$ cat src/rtl/branch_predictor_pkg.sv
// Shared encodings for the branch predictor and its neighbours in the fetch path.
package branch_predictor_pkg;

  // 2-bit bimodal counter encodings; bit 1 is the taken prediction.
  localparam logic [1:0] SNT = 2'b00;
  localparam logic [1:0] WNT = 2'b01;
  localparam logic [1:0] WT  = 2'b10;
  localparam logic [1:0] ST  = 2'b11;

  // Predictor control states.
  typedef enum logic {
    INIT = 1'b0,
    RUN  = 1'b1
  } bp_state_e;

  // Sequential fetch increment, also used by the fetch unit.
  localparam logic [31:0] PC_INC = 32'd4;

endpackage

$ cat src/rtl/sat_counter2.sv
// Two-bit saturating up/down counter step: pure combinational next-value function.
module sat_counter2
  import branch_predictor_pkg::*;
(
  input  logic [1:0] cnt,
  input  logic       inc,
  output logic [1:0] cnt_nxt
);

  // Step towards ST on taken, towards SNT on not-taken, holding at either end.
  always_comb begin
    cnt_nxt = cnt;
    if (inc) begin
      if (cnt != ST) cnt_nxt = cnt + 2'd1;
    end else begin
      if (cnt != SNT) cnt_nxt = cnt - 2'd1;
    end
  end

endmodule

$ cat src/rtl/branch_predictor.sv
// Bimodal branch-direction predictor with execute-stage resolution, redirect and perf counters.
module branch_predictor
  import branch_predictor_pkg::*;
#(
  parameter int         BHT_ENTRIES = 64,
  parameter logic [1:0] INIT_CNT    = WNT
) (
  input  logic        clk,
  input  logic        rst_n,
  input  logic        id_valid,
  input  logic [31:0] id_pc,
  output logic        pred_taken,
  input  logic        ex_valid,
  input  logic [31:0] ex_pc,
  input  logic        ex_pred_taken,
  input  logic        ex_taken,
  input  logic [31:0] ex_target,
  output logic        redirect_valid,
  output logic [31:0] redirect_pc,
  output logic        busy,
  output logic [31:0] branch_count,
  output logic [31:0] mispredict_count
);

  localparam int IDX_W = $clog2(BHT_ENTRIES);
  localparam logic [IDX_W-1:0] LAST_IDX = IDX_W'(BHT_ENTRIES - 1);

  bp_state_e        state;
  logic [IDX_W-1:0] init_ptr;
  logic             busy_r;

  logic [1:0]       bht [BHT_ENTRIES];

  logic [IDX_W-1:0] id_idx;
  logic [IDX_W-1:0] ex_idx;
  logic             accepted;
  logic             mispredict;
  logic             train_en;
  logic [1:0]       ex_cnt;
  logic [1:0]       ex_cnt_nxt;
  logic             unused_pc_bits;

  // Word-aligned PCs: the two low bits never distinguish branches.
  assign id_idx = id_pc[IDX_W+1:2];
  assign ex_idx = ex_pc[IDX_W+1:2];
  assign unused_pc_bits = ^{id_pc[31:IDX_W+2], id_pc[1:0]};

  // A branch in execute while a redirect is leaving is on the wrong path and is dropped.
  assign accepted   = ex_valid & ~redirect_valid;
  assign mispredict = accepted & (ex_taken != ex_pred_taken);
  assign train_en   = accepted & (state == RUN);

  // Asynchronous read; a same-cycle write to this index becomes visible next cycle.
  assign pred_taken = id_valid & ~busy_r & bht[id_idx][1];
  assign busy       = busy_r;

  assign ex_cnt = bht[ex_idx];

  sat_counter2 u_sat (
    .cnt     (ex_cnt),
    .inc     (ex_taken),
    .cnt_nxt (ex_cnt_nxt)
  );

  // Table storage: sweep-initialised after reset, then trained by resolved branches.
  always_ff @(posedge clk) begin
    if (state == INIT) begin
      bht[init_ptr] <= INIT_CNT;
    end else if (train_en) begin
      bht[ex_idx] <= ex_cnt_nxt;
    end
  end

  // Init sweep FSM: one entry per cycle, then RUN until the next reset.
  always_ff @(posedge clk or negedge rst_n) begin
    if (!rst_n) begin
      state    <= INIT;
      init_ptr <= '0;
      busy_r   <= 1'b1;
    end else begin
      case (state)
        INIT: begin
          init_ptr <= init_ptr + 1'b1;
          if (init_ptr == LAST_IDX) begin
            state  <= RUN;
            busy_r <= 1'b0;
          end
        end
        RUN: begin
          busy_r <= 1'b0;
        end
        default: begin
          state  <= INIT;
          busy_r <= 1'b1;
        end
      endcase
    end
  end

  // Registered one-cycle redirect to fetch and the free-running perf counters.
  always_ff @(posedge clk or negedge rst_n) begin
    if (!rst_n) begin
      redirect_valid   <= 1'b0;
      redirect_pc      <= '0;
      branch_count     <= '0;
      mispredict_count <= '0;
    end else begin
      redirect_valid <= mispredict;
      if (mispredict) begin
        redirect_pc      <= ex_taken ? ex_target : ex_pc + PC_INC;
        mispredict_count <= mispredict_count + 32'd1;
      end
      if (accepted) begin
        branch_count <= branch_count + 32'd1;
      end
    end
  end

endmodule

$ cat config.mk
export PLATFORM = sky130hd
export DESIGN_NAME = branch_predictor
export DESIGN_NICKNAME = d
export VERILOG_FILES = /design/src/rtl/branch_predictor_pkg.sv /design/src/rtl/sat_counter2.sv /design/src/rtl/branch_predictor.sv
export SDC_FILE = /design/constraint.sdc
export NUM_CORES = 1
export LEC_CHECK = 0
export CAP_MARGIN = 10
export CORE_ASPECT_RATIO = 1.4
export CORE_MARGIN = 5
export CORE_UTILIZATION = 36
export DETAILED_ROUTE_END_ITERATION = 10
export GPL_TIMING_DRIVEN = 0
export PLACE_DENSITY = 0.55
export SYNTH_ARGS = -nofsm -noshare
export SYNTH_HDL_FRONTEND = slang
export SYNTH_SLANG_ARGS = --single-unit
$ cat constraint.sdc
create_clock -name clk -period 9.14 [get_ports clk]
set_input_delay 2.742 -clock clk [delete_from_list [all_inputs] [get_ports clk]]
set_output_delay 2.742 -clock clk [all_outputs]
set_load 0.01 [all_outputs]
# Word level (Yosys, flattened, before mapping)
# Memories as Yosys holds them, arrays and structs flattened.
# Cells that the tools add are included.
# word_totals
reg_bits	105
mem_count	1
mem_bits_rw	128
inputBits	102
out_inout_bits	99
# memory_table
memory	words	width	rd	rd_clocked_by_memory_dff	write_ports	line_no	text
bht	64	2	2	0	1	branch_predictor.sv:32	logic [1:0] bht [BHT_ENTRIES];
# op_classes
reduce_logical	2
n_eq_ne	4
muxes	15
n_addsub	6
bitwise_logic	8
# op_table
operator	count
adder 32 x 1 -> 32 bit, second input constant	2
adder 32 x 3 -> 32 bit, second input constant	1
2-to-1 mux 32 bit	1
2-to-1 mux 1 bit	8
2-to-1 mux 2 bit	4
adder 6 x 1 -> 6 bit, second input constant	1
equality test 6 bit, second input constant	1
2-to-1 mux 6 bit	1
bitwise AND 1 bit	5
inverter 1 bit	3
adder 2 x 1 -> 2 bit, second input constant	1
!= test 2 x 1 -> 1 bit, second input constant	1
!= test 2 bit, second input constant	1
case mux 1 bit (2 select lines)	1
nonzero test 2 bit	1
OR reduction 2 bit	1
subtractor 2 x 1 -> 2 bit, second input constant	1
!= test 1 bit	1

# Depth between registers and ports, before layout
# logic_depth
ltp_word	8
ltp_mapped	9
mapped_depth_nobuf	7

# Modules after synthesis
# Synthesis repeated with hierarchy kept, for this count alone.
# unflattened
hier_cells	901
hier_area_um2	11217.0
# by_module_without_submodules
module	instances	cells_per_inst	area_each_um2
branch_predictor	1	898	11190.7
sat_counter2	1	3	26.3

# Worst setup path after synthesis
# Ideal clock, no wire load.
# synth_path
path_type	input to output
from	input port id_pc[3]
to	output port pred_taken
path_slack_ns	1.596
t_arrival_ns	4.802
path_buffers	2
path_stages	6
required_ns	6.398
cell_sequence	clkbuf_1 -> buf_1 -> mux4_2 -> mux4_2 -> mux4_2 -> and3_1
# synth_via
elab_chain_len	2
# synth_rtl
element	line_no	text
start, declared	branch_predictor.sv:11	input logic [31:0] id_pc,
memory read (64 x 2 bit)	-	
bitwise AND 1 bit	branch_predictor.sv:54	assign pred_taken = id_valid & ~busy_r & bht[id_idx][1];
end, declared	branch_predictor.sv:12	output logic pred_taken,
# Every way passes these cells.

# Worst setup path in the final report
# Same ends and word-level chain as after synthesis.

==> results.cfg <==
[run_status]
outcome = finished, final reports clean

[synth]
yosys_warnings = 0
async_flop_share = 0.4506
synth_cell_types = 45
synth_top_area_frac = 0.3474
netlist_instances = 898
syn_area_mm2 = 0.01106
syn_avg_cell_area_um2 = 12.32
synth_area_leaders = edfxtp_1, dfrtp_1, mux4_2
synth_edf_count = 128
synth_top_area_cell = edfxtp_1
seq_area_frac_synth = 0.5850
synth.net_count = 1004
ys_seq_elements = 233
ys.flop_type = edfxtp_1

[global_route]
antenna_found_initial = 1
gr-total-overflow = 0
grt_pass1_wl_um = 48100
grt_pass1_vias = 8175
track_usage = 0.1823
grt_max_degree = 67

[setup_path]
worstPathCellList = clkbuf_1, buf_1, mux4_2, mux4_2, mux4_2, and3_1, clkdlybuf4s50_1
slowest_delay_ns = 0.67
critPathArrivalTime_ns = 6.06
cpMostUsedCell = mux4_2
crit_fanout = 10
start_kind = input port
cp_top_family = buffers and inverters
path_buf_inv = 3
cp.required_ns = 6.40
worstSetupPathType = input port to output pin
cpMaxStageDelayCell = buf_1
critPathCaptureType = output pin

[die]
io_pins = 201
num_rows = 76
die-height_um = 217.4
dieWidth_um = 158.2
die_area_mm2 = 0.03439
core-area_mm2 = 0.03052
start_util = 0.3625

[timing]
final-hold-violation-count = 0
tightest_slew_ns = 1.032
finClkSkew_ns = 0.01571
rsz0062_at_grt = false
timing.final.crit_period_ns = 8.806
drv_slew = 0
finalSetupViolations = 0
slew_headroom = 0.3058
fmax_mhz = 113.6
period_share = 0.9635
fin_setup_tns_ns = 0

[routing]
viasPerCell = 5.282
ant_nets = 0
drc = 0
dr_total_vias = 7966
firstDrtPassIters = 5
drt_iter0_markers = 501
wire_per_inst_um = 21.28
finalWirelength_um = 32090

[final_layout]
finalNetCount = 1205
design_area_mm2 = 0.01420
syn2layout_area_growth_pct = 28.38
fin_util = 0.4654
fill_cells = 2795
drive_gt1_frac = 0.09579

[place]
dpl_cell_area_mm2 = 0.01338
dpl.hpwl_um = 23880
place.gp.congestion = 0.8461
port_buffers = 170

[power_and_ir_drop]
total_power_uw = 2583
peakVddDrop_mv = 0.1248
power_density_mw_per_mm2 = 181.9
power_leakage_uw = 0.004885

[hold_path]
min_path_type = flop to flop

[clocking]
cts-htree-levels = 1
clk_latency_ns = 0.53
cts.sinks = 233
path_clk_slew_ns = 0.06
post_cts_resized = 0
clock-root-buffer = clkbuf_16
hold_buffers = 0
cts_buffer_depth = 3
numCtsBuffers = 25
cts_tree = built
post_cts_buffers = 0

[job]
cap_violations = 0
## synth_stat cells, types with 2 or more instances
library cell and n:
clkbuf_1 26, and4_1 4, o21ai_0 38, or3_1 5
mux4_2 46, o211ai_1 4, buf_1 6, mux2_2 7
xnor2_1 66, ha_1 4, a31oi_1 3, dfrtp_1 104
nand2b_1 7, o21a_1 3, and2_1 9, nor3_1 11
buf_2 5, nand4_1 26, o22ai_1 2, inv_1 11
and3_1 16, nand3_1 54, edfxtp_1 128, nor2b_1 8
nand2_1 93, nor2_1 104, nor4_1 7, a21oi_1 21
o31ai_1 3, o221ai_1 2, mux2i_1 23, buf_4 2
xor2_1 28, a22oi_1 8, nand3b_1 4
## path summary, 6_finish.rpt
path	slack (ns)	start	end	cells past startpoint
max in group asynchronous	6.20	rst_n	busy$_DFFE_PN1P_	2
worst min-delay path	0.47	busy$_DFFE_PN1P_	busy$_DFFE_PN1P_	2
worst max register to register	6.11	state$_DFF_PN0_	bht[62][1]$_DFFE_PP_	8
worst max-delay path	0.33	id_pc[3]	pred_taken	7
worst min register to register	0.47	busy$_DFFE_PN1P_	busy$_DFFE_PN1P_	2
min in group asynchronous	2.20	rst_n	branch_count[29]$_DFFE_PN0P_	1
## sequential cells by signal (all words and copies together) (netlist names)
| signal | flops |
|---|---|
| busy | 1 |
| redirect_valid | 1 |
| state | 1 |
| mispredict_count | 32 |
| init_ptr | 6 |
| branch_count | 32 |
| bht | 128 |
| redirect_pc | 32 |
## per-stage QoR
| stage | setup slack (ns) | hold slack, ns | instances |
|---|---|---|---|
| final | 0.3336 | 0.4679 | 1508 |
| after global routing | 0.2932 | 0.4949 | 1508 |
| after CTS | 0.3163 | 0.4748 | 1507 |
| after detailed placement | 0.3046 | 0.4660 | 1462 |
| after global placement | -0.8634 | 0.4615 | 1458 |
| after floorplan | 1.596 | 0.4630 | 898 |
## final cells by class
cell class | instances | area (um^2) | area share
sequential | 233 | 6472 | 0.4556
clock buffer | 32 | 683.2 | 0.04809
clock inverter | 13 | 140.1 | 0.009865
multi-input combinational | 614 | 4404 | 0.3100
buffer | 40 | 171.4 | 0.01207
inverter | 11 | 41.29 | 0.002907
tap | 390 | 488.0 | 0.03435
antenna | 1 | 2.502 | 0.0001762
timing repair buffer | 174 | 1802 | 0.1268
## cell usage in the layout (no fill, tap or decap), drive strengths merged, types with 16 or more instances in the layout
cell type      netlist  layout
a21oi               21      21
and3                16      16
buf                 14      19
clkbuf              26      58
clkdlybuf4s50        0     169
dfrtp              104     104
edfxtp             128     128
mux2i               23      23
mux4                46      46
nand2               93      93
nand3               54      54
nand4               26      26
nor2               104     104
o21ai               38      38
xnor2               66      66
xor2                28      28
## power breakdown
part | internal, uW | leakage [uW] | switching, uW
Clock | 612 | 0.000409 | 420
Combinational | 182 | 0.00220 | 165
Sequential | 1160 | 0.00228 | 48.4
Total | 1950 | 0.00488 | 633
## worst min-delay path: cells and delay by family (launching register included)
kind                   cells  cell delay [ns]
AND/OR/NAND/NOR            1             0.04
buffers and inverters      1             0.06
flip-flops                 1             0.37
## cell families after synthesis
group | synth area share
AND/OR/NAND/NOR | 0.1475
multiplexers | 0.1216
buffers and inverters | 0.01922
AO/OA/AOI/OAI | 0.04784
flip-flops | 0.5850
XOR/XNOR | 0.07441
adder cells (fa/ha/maj) | 0.004524
## routing by layer
metal	global-route usage	up-vias	share of wire
met4	0.06942	0	0.037
met3	0.02879	57	0.065
met2	0.3201	280	0.51
met1	0.2238	3929	0.39
li1	-	3700	-
met5	0	-	0
No activity file was read; power rests on OpenSTA's default activity.
